**src/rtl/mips_pkg.sv**
```systemverilog
// mips_pkg: opcode/funct constants, FSM states, ALU codes
// and the control-strobe bundle shared by the multicycle core.
package mips_pkg;

  localparam logic [5:0] OP_R    = 6'h00;
  localparam logic [5:0] OP_J    = 6'h02;
  localparam logic [5:0] OP_BEQ  = 6'h04;
  localparam logic [5:0] OP_ADDI = 6'h08;
  localparam logic [5:0] OP_LW   = 6'h23;
  localparam logic [5:0] OP_SW   = 6'h2B;

  localparam logic [5:0] FN_ADD = 6'h20;
  localparam logic [5:0] FN_SUB = 6'h22;
  localparam logic [5:0] FN_AND = 6'h24;
  localparam logic [5:0] FN_OR  = 6'h25;
  localparam logic [5:0] FN_SLT = 6'h2A;

  typedef enum logic [3:0] {
    S_FETCH,
    S_DECODE,
    S_EXEC_R,
    S_EXEC_I,
    S_MEM_ADDR,
    S_MEM_RD,
    S_MEM_WR,
    S_WB_ALU,
    S_WB_MEM,
    S_BRANCH,
    S_JUMP,
    S_HALT
  } state_t;

  typedef enum logic [3:0] {
    ALU_AND = 4'h0,
    ALU_OR  = 4'h1,
    ALU_ADD = 4'h2,
    ALU_SUB = 4'h6,
    ALU_SLT = 4'h7
  } alu_op_t;

  typedef enum logic [1:0] {
    SB_B,
    SB_FOUR,
    SB_IMM,
    SB_BOFS
  } src_b_t;

  typedef enum logic [1:0] {
    PS_ALU,
    PS_OUT,
    PS_JMP
  } pc_src_t;

  typedef struct packed {
    logic    pc_write;
    pc_src_t pc_src;
    logic    ir_write;
    logic    ab_write;
    logic    out_write;
    logic    mdr_write;
    logic    reg_write;
    logic    reg_dst;
    logic    mem_to_reg;
    logic    src_a;
    src_b_t  src_b;
    alu_op_t alu_op;
    logic    mem_req;
    logic    mem_we;
    logic    addr_out;
    logic    halted;
  } ctrl_t;

  function automatic logic funct_ok(input logic [5:0] f);
    return f inside {FN_ADD, FN_SUB, FN_AND, FN_OR, FN_SLT};
  endfunction

  function automatic alu_op_t funct_op(input logic [5:0] f);
    alu_op_t op;
    case (f)
      FN_SUB:  op = ALU_SUB;
      FN_AND:  op = ALU_AND;
      FN_OR:   op = ALU_OR;
      FN_SLT:  op = ALU_SLT;
      default: op = ALU_ADD;
    endcase
    return op;
  endfunction

endpackage

```
**src/rtl/mips_mc_control.sv**
```systemverilog
// mips_mc_control: state register, next-state logic and per-state
// strobes. In: clk, rst, opcode, funct, mem_ready, zero. Out: ctrl.
module mips_mc_control
  import mips_pkg::*;
(
  input  logic       clk,
  input  logic       rst,
  input  logic [5:0] opcode,
  input  logic [5:0] funct,
  input  logic       mem_ready,
  input  logic       zero,
  output ctrl_t      ctrl
);

  state_t state_q;
  state_t state_d;

  always_ff @(posedge clk) begin
    if (rst) state_q <= S_FETCH;
    else     state_q <= state_d;
  end

  always_comb begin
    state_d     = state_q;
    ctrl        = '0;
    ctrl.alu_op = ALU_ADD;
    unique case (state_q)
      S_FETCH: begin
        ctrl.mem_req = 1'b1;
        ctrl.src_b   = SB_FOUR;
        if (mem_ready) begin
          ctrl.ir_write = 1'b1;
          ctrl.pc_write = 1'b1;
          ctrl.pc_src   = PS_ALU;
          state_d       = S_DECODE;
        end
      end
      S_DECODE: begin
        ctrl.ab_write  = 1'b1;
        ctrl.out_write = 1'b1;
        ctrl.src_b     = SB_BOFS;
        unique case (1'b1)
          (opcode == OP_R) && funct_ok(funct):
            state_d = S_EXEC_R;
          opcode == OP_ADDI:
            state_d = S_EXEC_I;
          (opcode == OP_LW) || (opcode == OP_SW):
            state_d = S_MEM_ADDR;
          opcode == OP_BEQ:
            state_d = S_BRANCH;
          opcode == OP_J:
            state_d = S_JUMP;
          default:
            state_d = S_HALT;
        endcase
      end
      S_EXEC_R: begin
        ctrl.src_a     = 1'b1;
        ctrl.src_b     = SB_B;
        ctrl.alu_op    = funct_op(funct);
        ctrl.out_write = 1'b1;
        state_d        = S_WB_ALU;
      end
      S_EXEC_I: begin
        ctrl.src_a     = 1'b1;
        ctrl.src_b     = SB_IMM;
        ctrl.out_write = 1'b1;
        state_d        = S_WB_ALU;
      end
      S_MEM_ADDR: begin
        ctrl.src_a     = 1'b1;
        ctrl.src_b     = SB_IMM;
        ctrl.out_write = 1'b1;
        state_d = (opcode == OP_LW) ? S_MEM_RD : S_MEM_WR;
      end
      S_MEM_RD: begin
        ctrl.mem_req  = 1'b1;
        ctrl.addr_out = 1'b1;
        if (mem_ready) begin
          ctrl.mdr_write = 1'b1;
          state_d        = S_WB_MEM;
        end
      end
      S_MEM_WR: begin
        ctrl.mem_req  = 1'b1;
        ctrl.mem_we   = 1'b1;
        ctrl.addr_out = 1'b1;
        if (mem_ready) state_d = S_FETCH;
      end
      S_WB_ALU: begin
        ctrl.reg_write = 1'b1;
        ctrl.reg_dst   = (opcode == OP_R);
        state_d        = S_FETCH;
      end
      S_WB_MEM: begin
        ctrl.reg_write  = 1'b1;
        ctrl.mem_to_reg = 1'b1;
        state_d         = S_FETCH;
      end
      S_BRANCH: begin
        ctrl.pc_write = zero;
        ctrl.pc_src   = PS_OUT;
        state_d       = S_FETCH;
      end
      S_JUMP: begin
        ctrl.pc_write = 1'b1;
        ctrl.pc_src   = PS_JMP;
        state_d       = S_FETCH;
      end
      S_HALT: begin
        ctrl.halted = 1'b1;
      end
      default: state_d = S_HALT;
    endcase
    // A pending access is withdrawn in the cycle reset is seen.
    if (rst) begin
      ctrl.mem_req = 1'b0;
      ctrl.mem_we  = 1'b0;
      ctrl.halted  = 1'b0;
    end
  end

endmodule

```
**src/rtl/mips_multicycle_core.sv**
```systemverilog
// mips_multicycle_core: multicycle MIPS datapath (PC, IR, A, B, ALUOut,
// MDR, regfile, ALU). Ports: clk, rst, mem_* handshake, pc_out, halted.
module mips_multicycle_core
  import mips_pkg::*;
#(
  parameter int          ADDR_W   = 16,
  parameter logic [31:0] RESET_PC = 32'h0000_0000
) (
  input  logic              clk,
  input  logic              rst,
  output logic              mem_req,
  output logic              mem_we,
  output logic [ADDR_W-1:0] mem_addr,
  output logic [31:0]       mem_wdata,
  input  logic [31:0]       mem_rdata,
  input  logic              mem_ready,
  output logic [31:0]       pc_out,
  output logic              halted
);

  logic [31:0] pc_q;
  logic [31:0] ir_q;
  logic [31:0] a_q;
  logic [31:0] b_q;
  logic [31:0] out_q;
  logic [31:0] mdr_q;
  logic [31:0] rf_q [32];

  ctrl_t       ctrl;
  logic [4:0]  rs;
  logic [4:0]  rt;
  logic [4:0]  rd;
  logic [4:0]  wa;
  logic [31:0] imm;
  logic [31:0] rs_val;
  logic [31:0] rt_val;
  logic [31:0] src_a;
  logic [31:0] src_b;
  logic [31:0] alu_y;
  logic [31:0] pc_next;
  logic [31:0] wb_data;

  assign rs  = ir_q[25:21];
  assign rt  = ir_q[20:16];
  assign rd  = ir_q[15:11];
  assign imm = {{16{ir_q[15]}}, ir_q[15:0]};

  assign rs_val  = (rs == 5'd0) ? '0 : rf_q[rs];
  assign rt_val  = (rt == 5'd0) ? '0 : rf_q[rt];
  assign wa      = ctrl.reg_dst ? rd : rt;
  assign wb_data = ctrl.mem_to_reg ? mdr_q : out_q;

  mips_mc_control u_ctrl (
    .clk       (clk),
    .rst       (rst),
    .opcode    (ir_q[31:26]),
    .funct     (ir_q[5:0]),
    .mem_ready (mem_ready),
    .zero      (a_q == b_q),
    .ctrl      (ctrl)
  );

  assign src_a = ctrl.src_a ? a_q : pc_q;

  always_comb begin
    unique case (ctrl.src_b)
      SB_B:    src_b = b_q;
      SB_FOUR: src_b = 32'd4;
      SB_IMM:  src_b = imm;
      default: src_b = imm << 2;
    endcase
  end

  always_comb begin
    unique case (ctrl.alu_op)
      ALU_AND: alu_y = src_a & src_b;
      ALU_OR:  alu_y = src_a | src_b;
      ALU_SUB: alu_y = src_a - src_b;
      ALU_SLT: alu_y = {31'd0, $signed(src_a) < $signed(src_b)};
      default: alu_y = src_a + src_b;
    endcase
  end

  always_comb begin
    unique case (ctrl.pc_src)
      PS_OUT:  pc_next = out_q;
      PS_JMP:  pc_next = {pc_q[31:28], ir_q[25:0], 2'b00};
      default: pc_next = alu_y;
    endcase
  end

  always_ff @(posedge clk) begin
    if (rst) begin
      pc_q  <= RESET_PC;
      ir_q  <= '0;
      a_q   <= '0;
      b_q   <= '0;
      out_q <= '0;
      mdr_q <= '0;
      for (int i = 0; i < 32; i++) rf_q[i] <= '0;
    end else begin
      if (ctrl.pc_write)  pc_q  <= pc_next;
      if (ctrl.ir_write)  ir_q  <= mem_rdata;
      if (ctrl.ab_write) begin
        a_q <= rs_val;
        b_q <= rt_val;
      end
      if (ctrl.out_write) out_q <= alu_y;
      if (ctrl.mdr_write) mdr_q <= mem_rdata;
      if (ctrl.reg_write && (wa != 5'd0)) rf_q[wa] <= wb_data;
    end
  end

  assign mem_req   = ctrl.mem_req;
  assign mem_we    = ctrl.mem_we;
  assign mem_addr  = ctrl.addr_out ? out_q[ADDR_W-1:0]
                                   : pc_q[ADDR_W-1:0];
  assign mem_wdata = b_q;
  assign pc_out    = pc_q;
  assign halted    = ctrl.halted;

endmodule
```
**config.mk**
```make
export PLATFORM = sky130hd
export DESIGN_NAME = mips_multicycle_core
export DESIGN_NICKNAME = d
export VERILOG_FILES = /design/src/rtl/mips_pkg.sv /design/src/rtl/mips_mc_control.sv /design/src/rtl/mips_multicycle_core.sv
export SDC_FILE = /design/constraint.sdc
export NUM_CORES = 2
export LEC_CHECK = 0
export CAP_MARGIN = 20
export CELL_PAD_IN_SITES_DETAIL_PLACEMENT = 1
export CELL_PAD_IN_SITES_GLOBAL_PLACEMENT = 1
export CORE_UTILIZATION = 38
export CTS_BUF_LIST = sky130_fd_sc_hd__clkbuf_4
export CTS_CLUSTER_SIZE = 30
export DETAILED_ROUTE_END_ITERATION = 8
export HOLD_SLACK_MARGIN = 0.15
export PLACE_DENSITY_LB_ADDON = 0.1
export SLEW_MARGIN = 10
export SYNTH_ARGS = -nofsm -noshare
export SYNTH_HDL_FRONTEND = slang
export SYNTH_SLANG_ARGS = --single-unit
```
**constraint.sdc**
```tcl
create_clock -name clk -period 5.2 [get_ports clk]
set_clock_uncertainty 0.1 [all_clocks]
set_input_delay 1.3 -clock clk [delete_from_list [all_inputs] [get_ports clk]]
set_output_delay 1.3 -clock clk [all_outputs]
set_load 0.02 [all_outputs]
```
Word-level counts from Yosys, hierarchy flattened
Memory sizes are Yosys's and may differ from the RTL's. A register that Yosys moved wholly into a read port is not among the register bits.
Index checks and enable logic that the tools add are counted.
- word-level logic and storage cells: 117
- memory bits (writable): 1024
- bits of input ports: 35
- output and inout bits: 83
- memories: 1
- register bits: 196
- reduce and logical (&&, ||, !) cells: 22
- equality and inequality tests: 32
- $lt $le $gt $ge: 1
- $add $sub $neg: 2
- muxes and demuxes: 47
- bitwise gates (word level): 4
- memories (name ; words ; bits a word ; read ports ; clocked after memory_dff ; wr ports ; RTL line ; source):
    rf_q ; 32 ; 32 ; 2 ; 2 ; 32 ; mips_multicycle_core.sv:27 ; logic [31:0] rf_q [32];
- operators with widths (kind ; number):
    32-bit two-way mux ; 5
    32-bit one-hot mux with 4 select lines ; 1
    32-bit one-hot mux with 3 select lines ; 1
    32-bit one-hot mux with 2 select lines ; 1
    6-bit == test, second input constant ; 7
    32-bit adder ; 1
    32-bit AND ; 1
    32-bit == test ; 1
    32-bit < comparator ; 1
    32-bit bitwise OR ; 1
    4-bit one-hot mux with 8 select lines ; 1
    32-bit OR reduction ; 1
    32-bit subtractor ; 1
    5-bit two-way mux ; 6
    4-bit by 3-bit == test with 1-bit output, second input constant ; 6
    1-bit two-way mux ; 20
    4-bit one-hot mux with 5 select lines ; 1
    4-bit == test, second input constant ; 4
    16-bit two-way mux ; 1
    4-bit two-way mux ; 4
    3-bit one-hot mux with 4 select lines ; 1
    5-bit zero test ; 2
    5-bit nonzero test ; 2
    3-bit one-hot mux with 3 select lines ; 1
    22 further kinds ; 37

Depth between registers and ports, before layout
- depth after elaboration: 10
- depth in mapped cells: 20
- gate-level depth less buffers: 18

Cells and area by module
A second synthesis with hierarchy kept.
- cell total of the unflattened synthesis: 5093
- area, all modules: 66542.6 um^2
- modules (own cells, without submodules) (module ; times used ; sequential area each (um^2) ; cells each ; area each (um^2)):
    mips_multicycle_core ; 1 ; 34793.4 ; 4983 ; 65818.1
    mips_mc_control ; 1 ; 80.1 ; 110 ; 724.4

Least setup slack after synthesis
No wires, ideal clock.
- path type: reg-to-reg
- start: register u_ctrl.state_q[0]
- end: register pc_q[27] (netlist: pc_out[27])
- period minus slack after synthesis: 4460 ps
- path slack: 740 ps
- arrival time: 4231 ps
- library setup time: 129 ps
- buffers on the path: 5
- stages on the path, launching flop included: 20
- data required time: 4971 ps
- cells stage by stage: dfxtp_1 buf_2 and2_1 clkbuf_1 or3_1 clkbuf_1 clkbuf_1 a222oi_1 inv_1 ha_1 buf_6 nor2_2 o211ai_1 a2111oi_4 o311ai_0 a31oi_1 nor2_1 xnor2_1 a2111oi_0 o31ai_1
- cells in the longest elaborated chain, start to end: 8
- elaborated cells on any way between the ends: 30
- classes of those cells: add/sub: 2; eq/ne: 13; mux: 8; bitwise: 2; reduce/logical: 5
- RTL lines (item ; RTL line ; source):
    start, declared ; mips_mc_control.sv:15 ; state_t state_q;
    start signal, assigned ; mips_mc_control.sv:20 ; else state_q <= state_d;
    4-bit by 2-bit == test with 1-bit output or 4-bit by 3-bit == test with 1-bit output (tied branches) ; mips_mc_control.sv:27 ; unique case (state_q)
    2-bit OR reduction (no line) ; -- ;
    2-bit one-hot mux with 3 select lines ; mips_mc_control.sv:27 ;
    2-bit == test (tied with other cells) ; mips_multicycle_core.sv:66 ; unique case (ctrl.src_b)
    32-bit one-hot mux with 3 select lines ; mips_multicycle_core.sv:66 ;
    32-bit adder (tied with other cells) ; mips_multicycle_core.sv:80 ; default: alu_y = src_a + src_b;
    32-bit one-hot mux with 4 select lines ; mips_multicycle_core.sv:75 ; unique case (ctrl.alu_op)
    32-bit one-hot mux with 2 select lines ; mips_multicycle_core.sv:85 ; unique case (ctrl.pc_src)
    end signal, assigned ; mips_multicycle_core.sv:102 ; if (ctrl.pc_write) pc_q <= pc_next;
    end, declared ; mips_multicycle_core.sv:21 ; logic [31:0] pc_q;
Several ways; a longest one is shown, not always the timed one.
A chain may end at the register's enable or synchronous reset.

Final worst setup path
- start: register u_ctrl.state_q[1]
- end: register pc_q[30] (netlist: pc_out[30])
Same word-level chain as after synthesis.

==> impl_metrics.env <==
export IMPL_num_io_pins=118
export IMPL_synth_flop_cell="edfxtp_1"
export IMPL_grt_pass1_wl_mm=389.2
export IMPL_io_buffers=117
export IMPL_num_rows=153
export IMPL_startpoint_type="flop"
export IMPL_crit_chain="inv_1 -> nor2_1 -> or3_1 -> buf_4 -> a222oi_1 -> buf_4 -> inv_1 -> ha_2 -> nand3_1 -> o221ai_1 -> a21oi_2 -> buf_4 -> nor4_2 -> o22ai_1 -> mux2_2 -> a2111o_1 -> a21oi_1 -> nor3_1"
export IMPL_viasPerCell=6.147
export IMPL_tightest_slew_ns=1.153
export IMPL_dp_slack_ns=-0.04231
export IMPL_clockRootBuffer="clkbuf_4"
export IMPL_fin_nets=5572
export IMPL_power_mw=36.34
export IMPL_die_w_um=420.0
export IMPL_worst_slack_ns=0.2286
export IMPL_cpPeakStageDelay_ns=0.43
export IMPL_crit_required_ns=6.31
export IMPL_hold_ws_ns=0.3790
export IMPL_drc=0
export IMPL_arrival_ns=6.08
export IMPL_cts_tree="yes"
export IMPL_clk_latency_ns=1.40
export IMPL_final_cell_mix="nor2_1 (1,220), edfxtp_1 (1,024), mux4_2 (640)"
export IMPL_peakVddDrop_v=0.0003652
export IMPL_route_vias_total=49380
export IMPL_fillers=17980
export IMPL_core_area_sq_um=173600
export IMPL_clock_sinks=1230
export IMPL_async_flop_share=0
export IMPL_power_density_nw_per_um2=474.3
export IMPL_first_iter_violations=5711
export IMPL_netlist_area_sq_um=66400
export IMPL_regArea_sq_um=34910
export IMPL_grt_pass1_vias=50860
export IMPL_area_delta_synth_final_pct=15.37
export IMPL_cts_buffers=368
export IMPL_synth_cell_types=92
export IMPL_outcome="finished, final reports clean"
export IMPL_hp_class="flop to flop"
export IMPL_critical_path_buf_inv_count=5
export IMPL_hold_violations=0
export IMPL_fin_crit_sh=0.9560
export IMPL_end_kind="flop"
export IMPL_wl_mm=277.6
export IMPL_globalplace_congestion=0.9426
export IMPL_drtPass1Iterations=5
export IMPL_dp_hpwl_mm=179.1
export IMPL_clock_fmax_mhz=201.2
export IMPL_fin_crit_ns=4.971
export IMPL_setup_viol=0
export IMPL_drive_above_1_share=0.2978
export IMPL_syn_inst=5151
export IMPL_p_leak_nw=25.27
export IMPL_ys_ff_latch=1230
export IMPL_grt_overflow=0
export IMPL_path_class="flop to flop"
export IMPL_grt_max_degree=81
export IMPL_wl_per_cell_um=34.56
export IMPL_design_area_sq_um=76610
export IMPL_cp_max_fo=29
export IMPL_drtAntennaViolNets=0
export IMPL_yosysWarnings=0
export IMPL_die_area_sq_um=176400
export IMPL_final_common_cell="nor2_1"
export IMPL_multiInputGateArea_sq_um=29890
export IMPL_relSlewSlack=0.2312
export IMPL_start_util=0.3825
export IMPL_cp_common_cell="buf_4"
export IMPL_cts_buffer_depth=4
export IMPL_cp_top_family="compound AO/OA/AOI/OAI gates"
export IMPL_max_cap_viol_count=0
export IMPL_yosysSeqAreaShare=0.5252
export IMPL_grt_usage=0.3160
export IMPL_post_dp_cell_area_sq_um=71760
export IMPL_synth_edff_count=1024
export IMPL_antenna_found_initial=11
export IMPL_cp_slowest_cell="nor4_2"
export IMPL_die_y_um=420.0
export IMPL_finalMaxSlewViolations=0
export IMPL_grt_setup_unrepaired="no"
export IMPL_clk_pin_slew_ns=0.06
export IMPL_avgSynthCellArea_sq_um=12.89
export IMPL_htreeDepth=5
export IMPL_finish_utilization=0.4412
-- what timing repair did --
item	4_1_cts	5_1_grt
setup endpoints to repair	20	21
pin swaps	1	10
buffers inserted	1	11
hold buffers	1	0
endpoints found under the hold margin	23	0
gates resized for setup	4	27
-- tightest hold or removal path, delay by kind of cell (launching register included) --
| kind | cells | cell delay, ns |
|---|---|---|
| AND/OR/NAND/NOR | 1 | 0.06 |
| flip-flops | 1 | 0.32 |
| AO/OA/AOI/OAI | 1 | 0.05 |
-- cell usage after synthesis, types with 6 or more instances --
cell type     n  area [sq um]
nor4_1       12         75.07
dfxtp_1     206          4124
nand2_1     277          1040
o2111ai_1     7         61.31
a2111oi_0     7         61.31
a311oi_1      6         52.55
ha_1         98          1226
nor3b_1       9         67.56
nor2b_1      18         112.6
nand4_1      13         81.33
a21oi_1     252          1261
inv_1       117         439.2
nor2_1     1223          4591
nand3_1      16         80.08
xnor2_1      38         332.8
o21a_1       11         82.58
or3_1        14         87.58
mux4_2      640         14410
nand2b_1     47         294.0
o22ai_1       7         43.79
o21ai_0      61         305.3
a222oi_1     13         130.1
a31oi_1      23         143.9
or4_1         7         52.55
a211oi_1     52         390.4
a21o_1       19         142.6
a221oi_1     28         245.2
clkbuf_1    315          1182
mux2_2       78         878.3
buf_2       130         650.6
o21bai_1     14         105.1
a211o_1       6         52.55
mux2i_1      83         830.8
o211ai_1     18         135.1
buf_1        52         195.2
a22oi_1      40         300.3
nor3_1       40         200.2
o221ai_1      8         70.07
a221o_1       6         60.06
edfxtp_1   1024         30750
o31ai_1      17         127.6
-- state kept, by name, indices dropped and copies added (netlist names), named ones only --
name / count
mdr_q: 32
rf_q: 1024
pc_out: 32
a_q: 32
ir_q: 32
u_ctrl.state_q: 4
out_q: 32
mem_wdata: 32
-- layout make-up --
type	instances	area share
Multi-Input combinational cell	3334	0.3902
Tap cell	2325	0.03797
Sequential cell	1230	0.4557
Clock inverter	95	0.006500
Timing Repair Buffer	384	0.05114
Antenna cell	12	0.0003920
Inverter	119	0.005831
Clock buffer	534	0.05233
-- cell families (layout without fill, tap and decap cells) --
| logic type | count (synthesis) | count (layout) | synth area share |
|---|---|---|---|
| XOR/XNOR | 43 | 43 | 0.005671 |
| buffers and inverters | 618 | 1132 | 0.03751 |
| AND/OR/NAND/NOR | 1707 | 1707 | 0.1045 |
| multiplexers | 801 | 801 | 0.2428 |
| flip-flops | 1230 | 1230 | 0.5252 |
| AO/OA/AOI/OAI | 651 | 651 | 0.06527 |
| adder cells (fa/ha/maj) | 100 | 100 | 0.01907 |
| other | 1 | 44 | 0.00005647 |
-- per-layer routing --
metal,vias to the layer above,track usage,routed length (um)
met4,8,0.1368,12320
met2,2293,0.5057,130900
met1,26230,0.4221,114800
met5,-,0.002501,99
met3,575,0.05483,19520
li1,20270,-,-
-- final timing paths --
kind	start	depth (start not counted)	slack [ns]	end
min	ir_q[30]	2	0.38	ir_q[30]
max	u_ctrl.state_q[1]	18	0.23	pc_out[30]
max reg2reg	u_ctrl.state_q[1]	18	0.23	pc_out[30]
min reg2reg	ir_q[30]	2	0.38	ir_q[30]
-- per-stage QoR --
step                std cells  setup TNS [ns]
floorplan                5182               0
global placement         7370               0
detailed placement       7375        -0.05498
CTS                      8006               0
global route             8030               0
finish                   8033               0
-- report_power, final --
part | leakage (nW) | internal, mW | switching [mW]
registers | 12.2 | 11.3 | 1.06
clock network | 2.69 | 4.92 | 4.50
logic | 10.3 | 5.65 | 8.96
No activity file was read; power rests on OpenSTA's default activity.
